**config.mk**
```make
export PLATFORM = sky130hd
export DESIGN_NAME = mem_port_arbiter
export DESIGN_NICKNAME = d
export VERILOG_FILES = /design/src/rtl/mem_port_arbiter.sv
export SDC_FILE = /design/constraint.sdc
export NUM_CORES = 1
export LEC_CHECK = 0
export CAP_MARGIN = 5
export CORE_MARGIN = 4
export CORE_UTILIZATION = 34
export CTS_CLUSTER_SIZE = 40
export DETAILED_ROUTE_END_ITERATION = 7
export PLACE_DENSITY_LB_ADDON = 0.25
export SYNTH_ARGS = -nofsm -noshare
export SYNTH_HDL_FRONTEND = slang
export SYNTH_SLANG_ARGS = --single-unit
```
**constraint.sdc**
```tcl
create_clock -name clk -period 2.9 [get_ports clk]
set_clock_uncertainty 0.05 [all_clocks]
set_input_delay 0.29 -clock clk [delete_from_list [all_inputs] [get_ports clk]]
set_output_delay 0.29 -clock clk [all_outputs]
set_load 0.1 [all_outputs]
```
**src/rtl/mem_port_arbiter.sv**
```systemverilog
// Two-channel arbiter in front of a single-port synchronous-read memory.
// Fetch is read-only and data is read/write. Contested grants alternate between channels.
module mem_port_arbiter #(
  parameter int unsigned AW  = 32,
  parameter int unsigned DW  = 32,
  parameter int unsigned MAW = 10,
  parameter int unsigned CW  = 32
) (
  input  logic            clk,
  input  logic            rst,
  input  logic            if_req_valid,
  output logic            if_req_ready,
  input  logic [AW-1:0]   if_req_addr,
  output logic            if_rsp_valid,
  input  logic            if_rsp_ready,
  output logic [DW-1:0]   if_rsp_data,
  input  logic            d_req_valid,
  output logic            d_req_ready,
  input  logic [AW-1:0]   d_req_addr,
  input  logic            d_req_wen,
  input  logic [DW-1:0]   d_req_wdata,
  input  logic [DW/8-1:0] d_req_wstrb,
  output logic            d_rsp_valid,
  input  logic            d_rsp_ready,
  output logic [DW-1:0]   d_rsp_data,
  output logic            mem_en,
  output logic            mem_wen,
  output logic [MAW-1:0]  mem_addr,
  output logic [DW-1:0]   mem_wdata,
  output logic [DW/8-1:0] mem_wstrb,
  input  logic [DW-1:0]   mem_rdata,
  output logic [CW-1:0]   contention_cnt
);

  typedef enum logic [1:0] {StIdle, StRd, StRsp} state_e;

  localparam logic GntIf = 1'b0;
  localparam logic GntD  = 1'b1;

  state_e          r_state, w_state_next;
  logic            r_last_grant;
  logic            r_owner;
  logic            r_if_rsp_valid, r_d_rsp_valid;
  logic [DW-1:0]   r_if_rsp_data, r_d_rsp_data;
  logic [CW-1:0]   r_cnt;

  logic            w_idle, w_both, w_gnt_if, w_gnt_d, w_gnt_rd, w_rsp_ready;
  logic            w_unused_addr;

  assign w_both = if_req_valid && d_req_valid;
  // Reset gates the grant so no memory access leaks out while rst is high.
  assign w_idle   = (r_state == StIdle) && !rst;
  assign w_gnt_d  = w_idle && d_req_valid && (!if_req_valid || (r_last_grant == GntIf));
  assign w_gnt_if = w_idle && if_req_valid && !w_gnt_d;
  assign w_gnt_rd = w_gnt_if || (w_gnt_d && !d_req_wen);

  assign w_rsp_ready = (r_owner == GntD) ? d_rsp_ready : if_rsp_ready;

  assign w_unused_addr = ^{if_req_addr[AW-1:MAW+2], if_req_addr[1:0],
                           d_req_addr[AW-1:MAW+2], d_req_addr[1:0]};

  assign if_req_ready = w_gnt_if;
  assign d_req_ready  = w_gnt_d;
  assign mem_en       = w_gnt_if || w_gnt_d;
  assign mem_wen      = w_gnt_d && d_req_wen;
  assign mem_addr     = w_gnt_d ? d_req_addr[MAW+1:2] : if_req_addr[MAW+1:2];
  assign mem_wdata    = d_req_wdata;
  assign mem_wstrb    = d_req_wstrb;

  assign if_rsp_valid   = r_if_rsp_valid;
  assign if_rsp_data    = r_if_rsp_data;
  assign d_rsp_valid    = r_d_rsp_valid;
  assign d_rsp_data     = r_d_rsp_data;
  assign contention_cnt = r_cnt;

  always_comb begin
    w_state_next = r_state;
    case (r_state)
      StIdle:  if (w_gnt_rd) w_state_next = StRd;
      StRd:    w_state_next = StRsp;
      StRsp:   if (w_rsp_ready) w_state_next = StIdle;
      default: w_state_next = StIdle;
    endcase
  end

  always_ff @(posedge clk or posedge rst) begin
    if (rst) begin
      r_state        <= StIdle;
      r_last_grant   <= GntIf;
      r_owner        <= GntIf;
      r_if_rsp_valid <= 1'b0;
      r_d_rsp_valid  <= 1'b0;
      r_if_rsp_data  <= '0;
      r_d_rsp_data   <= '0;
      r_cnt          <= '0;
    end else begin
      r_state <= w_state_next;
      if (w_gnt_if || w_gnt_d) r_last_grant <= w_gnt_d;
      if (w_gnt_rd) r_owner <= w_gnt_d;
      if (r_state == StRd) begin
        if (r_owner == GntD) begin
          r_d_rsp_data  <= mem_rdata;
          r_d_rsp_valid <= 1'b1;
        end else begin
          r_if_rsp_data  <= mem_rdata;
          r_if_rsp_valid <= 1'b1;
        end
      end
      if ((r_state == StRsp) && w_rsp_ready) begin
        r_if_rsp_valid <= 1'b0;
        r_d_rsp_valid  <= 1'b0;
      end
      if ((r_state == StIdle) && w_both && (r_cnt != {CW{1'b1}})) r_cnt <= r_cnt + CW'(1);
    end
  end

endmodule

```
==> results of run 1 <==
[per-stage QoR]
step	util, %	std cells	hold WS, ns
6_report	48.8	704	0.372
4_1_cts	48.8	704	0.381
5_1_grt	48.8	704	0.423
3_3_place_gp	46.7	688	0.434
2_1_floorplan	-	382	0.350
3_5_place_dp	46.7	688	0.447
[layout make-up]
| cell class | count | area, um^2 |
|---|---|---|
| clock buffers | 9 | 225 |
| fillers | 1183 | 6810 |
| repair buffers | 177 | 1670 |
| flip-flops and latches | 102 | 2550 |
| clock inverters | 7 | 56.3 |
| multi-input cells | 226 | 1730 |
| well taps | 176 | 220 |
| inverters | 7 | 30.0 |
[cell usage after synthesis (4+ instances only)]
| cell type | instances | area share, % |
|---|---|---|
| buf_4 | 37 | 6.0 |
| clkbuf_1 | 8 | 0.65 |
| dfrtp_1 | 102 | 55 |
| inv_1 | 7 | 0.57 |
| mux2_2 | 65 | 16 |
| nand2_1 | 54 | 4.4 |
| nand3_1 | 9 | 0.97 |
| nand4_1 | 13 | 1.8 |
| nor2_1 | 13 | 1.1 |
| nor3_1 | 7 | 0.76 |
| nor4_1 | 6 | 0.81 |
| nor4_4 | 4 | 1.8 |
| o21ai_0 | 4 | 0.43 |
| xnor2_1 | 13 | 2.5 |
| xor2_1 | 18 | 3.4 |
[path summary, 6_finish.rpt]
kind | slack [ns] | startpoint | cells past startpoint | end
setup / recovery | 0.52 | contention_cnt[0] | 6 | contention_cnt[28]
hold / removal | 0.37 | rst | 2 | if_rsp_valid
setup reg to reg | 0.52 | contention_cnt[0] | 6 | contention_cnt[28]
hold reg to reg | 0.46 | if_rsp_data[1] | 1 | if_rsp_data[1]
max in group asynchronous | 1.81 | rst | 3 | r_owner
min in group clk | 0.46 | if_rsp_data[1] | 1 | if_rsp_data[1]
[logic make-up after synthesis]
group	after synthesis	share of synthesized area, %
fa+ha+maj	1	0.270
simple gates	120	14.2
flops	102	55.2
xor+xnor	31	5.87
compound gates	9	1.11
buf+inv	54	7.54
mux	65	15.8
[layout by cell type (no fill, tap or decap), types with 4 or more instances in the layout]
master,Yosys,layout
mux2_2,65,65
clkinvlp_4,0,4
xnor2_1,13,13
nor2_1,13,12
buf_12,0,16
inv_1,7,6
dfrtp_1,102,102
xor2_1,18,18
nor4_4,4,4
nor3_1,7,7
nand3_1,9,9
clkbuf_16,0,9
nor4_1,6,6
o21ai_0,4,4
nand4_1,13,13
clkdlybuf4s50_1,0,58
nand2_1,54,54
buf_4,37,103
[layer usage]
| metal | vias to the layer above | GRT usage, % | wire, um | share of wire, % |
|---|---|---|---|---|
| met4 | 0 | 6.25 | 274 | 2.4 |
| met5 | - | 0 | 0 | 0 |
| met3 | 24 | 4.29 | 734 | 6.4 |
| met2 | 136 | 23.3 | 5370 | 47 |
| li1 | 1557 | - | - | - |
| met1 | 1624 | 19.5 | 5110 | 44 |
[critical path, delay by kind of cell (launching register included)]
kind                     cells  cell delay [ns]
XOR/XNOR                     1             0.17
adder cells (fa/ha/maj)      1             0.28
flip-flops                   1             0.52
AND/OR/NAND/NOR              4             1.29
[registers in the layout, summed over array words and instances (netlist names)]
signal          cells
r_last_grant        1
d_rsp_valid         1
contention_cnt     32
d_rsp_data         32
r_owner             1
r_state             2
if_rsp_data        32
if_rsp_valid        1
==> out/summary.txt, run 1 <==
Critical-path top delay cell -> or3b_1
register area share after synthesis -> 55.2%
initial antenna violation count -> 0
CP max FO -> 8
CTS sink count -> 102
Placer Congestion -> 0.781
fmax -> 419 MHz
endpoints failing hold -> 0
crit share post-route -> 82.2%
Synth cell types -> 30
crit start category -> register
Reg clk slew, reported paths -> 0.07 ns
Critical Path AT -> 2.61 ns
Synth Net Count -> 522
Area after DPL -> 0.00621 mm^2
CTS tree -> built
Avg Cell Area, Syn -> 12.1 um^2
global-route usage over all layers -> 15.0%
final slew viol count -> 0
post-synthesis async set-or-reset flop share -> 100%
largest net degree at the start of global routing -> 40
share of cells above drive strength 1 -> 40.2%
chip width -> 125 um
CP Class -> reg -> reg
Final Routed Wirelength -> 11.5 mm
Final setup viols -> 0
CP most frequent cell -> nor4_4
die area -> 0.0155 mm^2
Final WS setup -> 0.515 ns
I/O pin cnt -> 287
Resized Gates After CTS -> 0
number of flops mapped to enable cells by yosys -> 0
antenna-violating nets left -> 0
Layout area overhead -> 40.2%
# port buffers -> 170
Pre-Repair DR Iteration Count -> 4
1st-iter DRT viols -> 123
Worst Tran Pin Value -> 0.679 ns
Hold WC Path Type -> in -> async
Congestion Overflow GR -> 0
Rows -> 42
Period minus WS final -> 2.38 ns
Via Count -> 3,341
Worst path max stage delay -> 0.58 ns
synthesized cell area -> 0.00463 mm^2
Die H -> 125 um
vias in the first global route -> 3,496
worst skew pair latency -> 0.35 ns
CTS H-tree lvls -> 3
synth warn -> 0
RSZ-0062 raised after global routing -> false
ys flop type -> dfrtp_1
#FFs+latches synth -> 102
dpl hpwl -> 8.58 mm
maximum clock path buffer count -> 2
status -> completed
worst endpoint required time -> 3.12 ns
final instance area -> 0.00649 mm^2
TritonCTS Buffers -> 9
first-pass GRT wire length -> 18.9 mm
Clock Tree Root -> clkbuf_16
vias per cell -> 4.75
Syn Inst Count -> 382
Placement Setup Slack -> 0.548 ns
# hold bufs at CTS -> 0
Post-CTS Setup Bufs -> 0
Final #Nets -> 663
Post-route DRC -> 0
total inserted antenna cells -> 0
crit-path cells -> ha_1, nand3_1, nor4_4, or3b_1, nor4_4, xor2_1
Initial Util -> 34.8%
max_cap viols -> 0
Setup crit end kind -> register
drt wl/cell -> 16.3 um
relative slew slack -> 54.6%
core area -> 0.0133 mm^2
setup TNS -> 0 ns
Power of run 1 is not shown: default switching activity piles up to over one toggle a cycle in this logic, so the estimate is an artifact.
==> run 2: changes to the inputs <==
clock period = 2.19 ns   (was 2.9 ns; I/O delays follow)
==> run 2 against run 1 <==
Net effect:
- worst setup slack got worse by 0.33 ns
- clock-buffer cell count rose by 1
- final cell count rose by 0.99%
- register-to-register slack got worse by 0.31 ns
- flip-flop and latch count did not move
- worst hold slack got worse by 0.0061 ns
- die area did not move
- non-clock buffer count rose by 7
- utilization rose by 2.1 points
- sequential share of layout area fell by 1.0 points
- largest cell class unchanged
- wire length fell by 2.3%
- highest routed layer unchanged
==> out/summary.txt, run 2 (synthesis gave the netlist of run 1 again) <==
dpl hpwl -> 8.24 mm (-4.0%)
relative slew slack -> 61.8% (+7.2 points)
vias per cell -> 4.67 (-1.6%)
Worst Tran Pin Value -> 0.572 ns (-0.107 ns)
total inserted antenna cells -> 0 (unchanged)
fmax -> 499 MHz
Post-route DRC -> 0 (unchanged)
RSZ-0062 raised after global routing -> false
Period minus WS final -> 2.01 ns
CP Class -> reg -> out
worst endpoint required time -> 1.92 ns (-1.20 ns)
Placer Congestion -> 0.758 (-3.0%)
core area -> 0.0133 mm^2 (unchanged)
Die H -> 125 um (unchanged)
Critical Path Source -> r_state[0]
share of cells above drive strength 1 -> 49.5% (+9.4 points)
antenna-violating nets left -> 0 (unchanged)
Initial Util -> 34.8% (unchanged)
chip width -> 125 um (unchanged)
Final #Nets -> 670 (+1.1%)
Clock Tree Root -> clkbuf_16
first-pass GRT wire length -> 18.5 mm (-2.0%)
status -> completed
WP buf/inv -> 2 (+2)
drt wl/cell -> 15.8 um (-3.2%)
TritonCTS Buffers -> 9 (unchanged)
Placement Setup Slack -> 0.0765 ns (-0.471 ns)
endpoints failing hold -> 0 (unchanged)
commonest non-fill, non-tap cell in the layout -> buf_4
1st-iter DRT viols -> 116 (-5.7%)
crit-path cells -> nor3_2, nand3_2, buf_12, nor2_2, buf_12
register area -> 0.00259 mm^2 (+1.5%)
Worst path max stage delay -> 0.44 ns (-0.14 ns)
CP most frequent cell -> buf_12
CTS tree -> built
CTS H-tree lvls -> 3 (unchanged)
Layout area overhead -> 46.1%
crit start category -> register
initial antenna violation count -> 0 (unchanged)
I/O pin cnt -> 287 (unchanged)
worst skew pair latency -> 0.34 ns (about the same)
Reg clk slew, reported paths -> 0.06 ns (about the same)
delay-heaviest family, CP -> simple AND/OR/NAND/NOR gates
CTS sink count -> 102 (unchanged)
reg2reg start -> contention_cnt[2]
FILL cells -> 1,202 (+1.6%)
most frequent cells in the layout -> buf_4 (108), dfrtp_1 (72), mux2_2 (65)
Util after Layout -> 50.8% (+2.1 points)
final slew viol count -> 0 (unchanged)
Final Routed Wirelength -> 11.2 mm (-2.3%)
maximum clock path buffer count -> 2 (unchanged)
Critical-path top delay cell -> dfrtp_1
Final WS setup -> 0.185 ns (-0.331 ns)
multi-input logic area -> 0.00184 mm^2 (+6.5%)
Congestion Overflow GR -> 0 (unchanged)
global-route usage over all layers -> 14.6% (-0.37 points)
CP max FO -> 12 (+4)
Hold WC Path Type -> in -> async
crit share post-route -> 91.6%
Rows -> 42 (unchanged)
max_cap viols -> 0 (unchanged)
Final setup viols -> 0 (unchanged)
Critical Path AT -> 1.74 ns (-0.87 ns)
# hold bufs at CTS -> 0 (unchanged)
die area -> 0.0155 mm^2 (unchanged)
Setup crit end kind -> output port
# port buffers -> 170 (unchanged)
vias in the first global route -> 3,487 (-0.26%)
Pre-Repair DR Iteration Count -> 4 (unchanged)
largest net degree at the start of global routing -> 103 (+160%)
Via Count -> 3,321 (-0.60%)
## run 2: worst register-to-register path, stage by stage, from the launching register on
cell and delay (ns):
dfrtp_2 0.44, nand4_4 0.15, nor4_4 0.37, a21o_1 0.50
nor4_1 0.17, xor2_1 0.18
## run 2: path summary, 6_finish.rpt
check | cells past startpoint | endpoint | slack, ns
max | 5 | mem_wen | 0.18
min | 3 | r_state[1] | 0.37
max reg2reg | 5 | contention_cnt[11] | 0.21
min reg2reg | 1 | contention_cnt[30] | 0.44
max in group asynchronous | 3 | contention_cnt[19] | 1.24
min in group clk | 0 | mem_wdata[12] | 0.39
## run 2: area by class of cell
class                      instances  area share [%]
clock inverter                     6            1.26
sequential                       102            38.3
clock buffer                      10            3.54
multi-input combinational        226            27.2
timing repair buffer             184            25.9
tap                              176            3.26
inverter                           7           0.481
## run 2: timing repair
item | CTS | global route
pin swaps | 0 | 0
endpoints found under the hold margin | 0 | 0
setup endpoints to repair | 12 | 14
gates cloned | 0 | 0
buffers inserted | 0 | 0
gates resized for setup | 1 | 5
## run 2: through the flow
step                setup TNS [ns]  instances  hold WS, ns  cell area, um^2
floorplan                    -1.19        382        0.279             4770
global placement                 0        695        0.389             6420
detailed placement               0        695        0.389             6420
CTS                              0        711        0.389             6740
global route                     0        711        0.388             6760
finish                           0        711        0.366             6760
## run 2: metal layers
layer  vias to the layer above  GRT usage, %  part of all wire (%)
met4                         0          5.09                   1.7
met1                      1595          18.8                    44
met5                         -             0                     0
met2                       132          22.9                    47
li1                       1568             -                     -
met3                        26          5.02                   7.3
Power of run 2 is left out for the same reason.
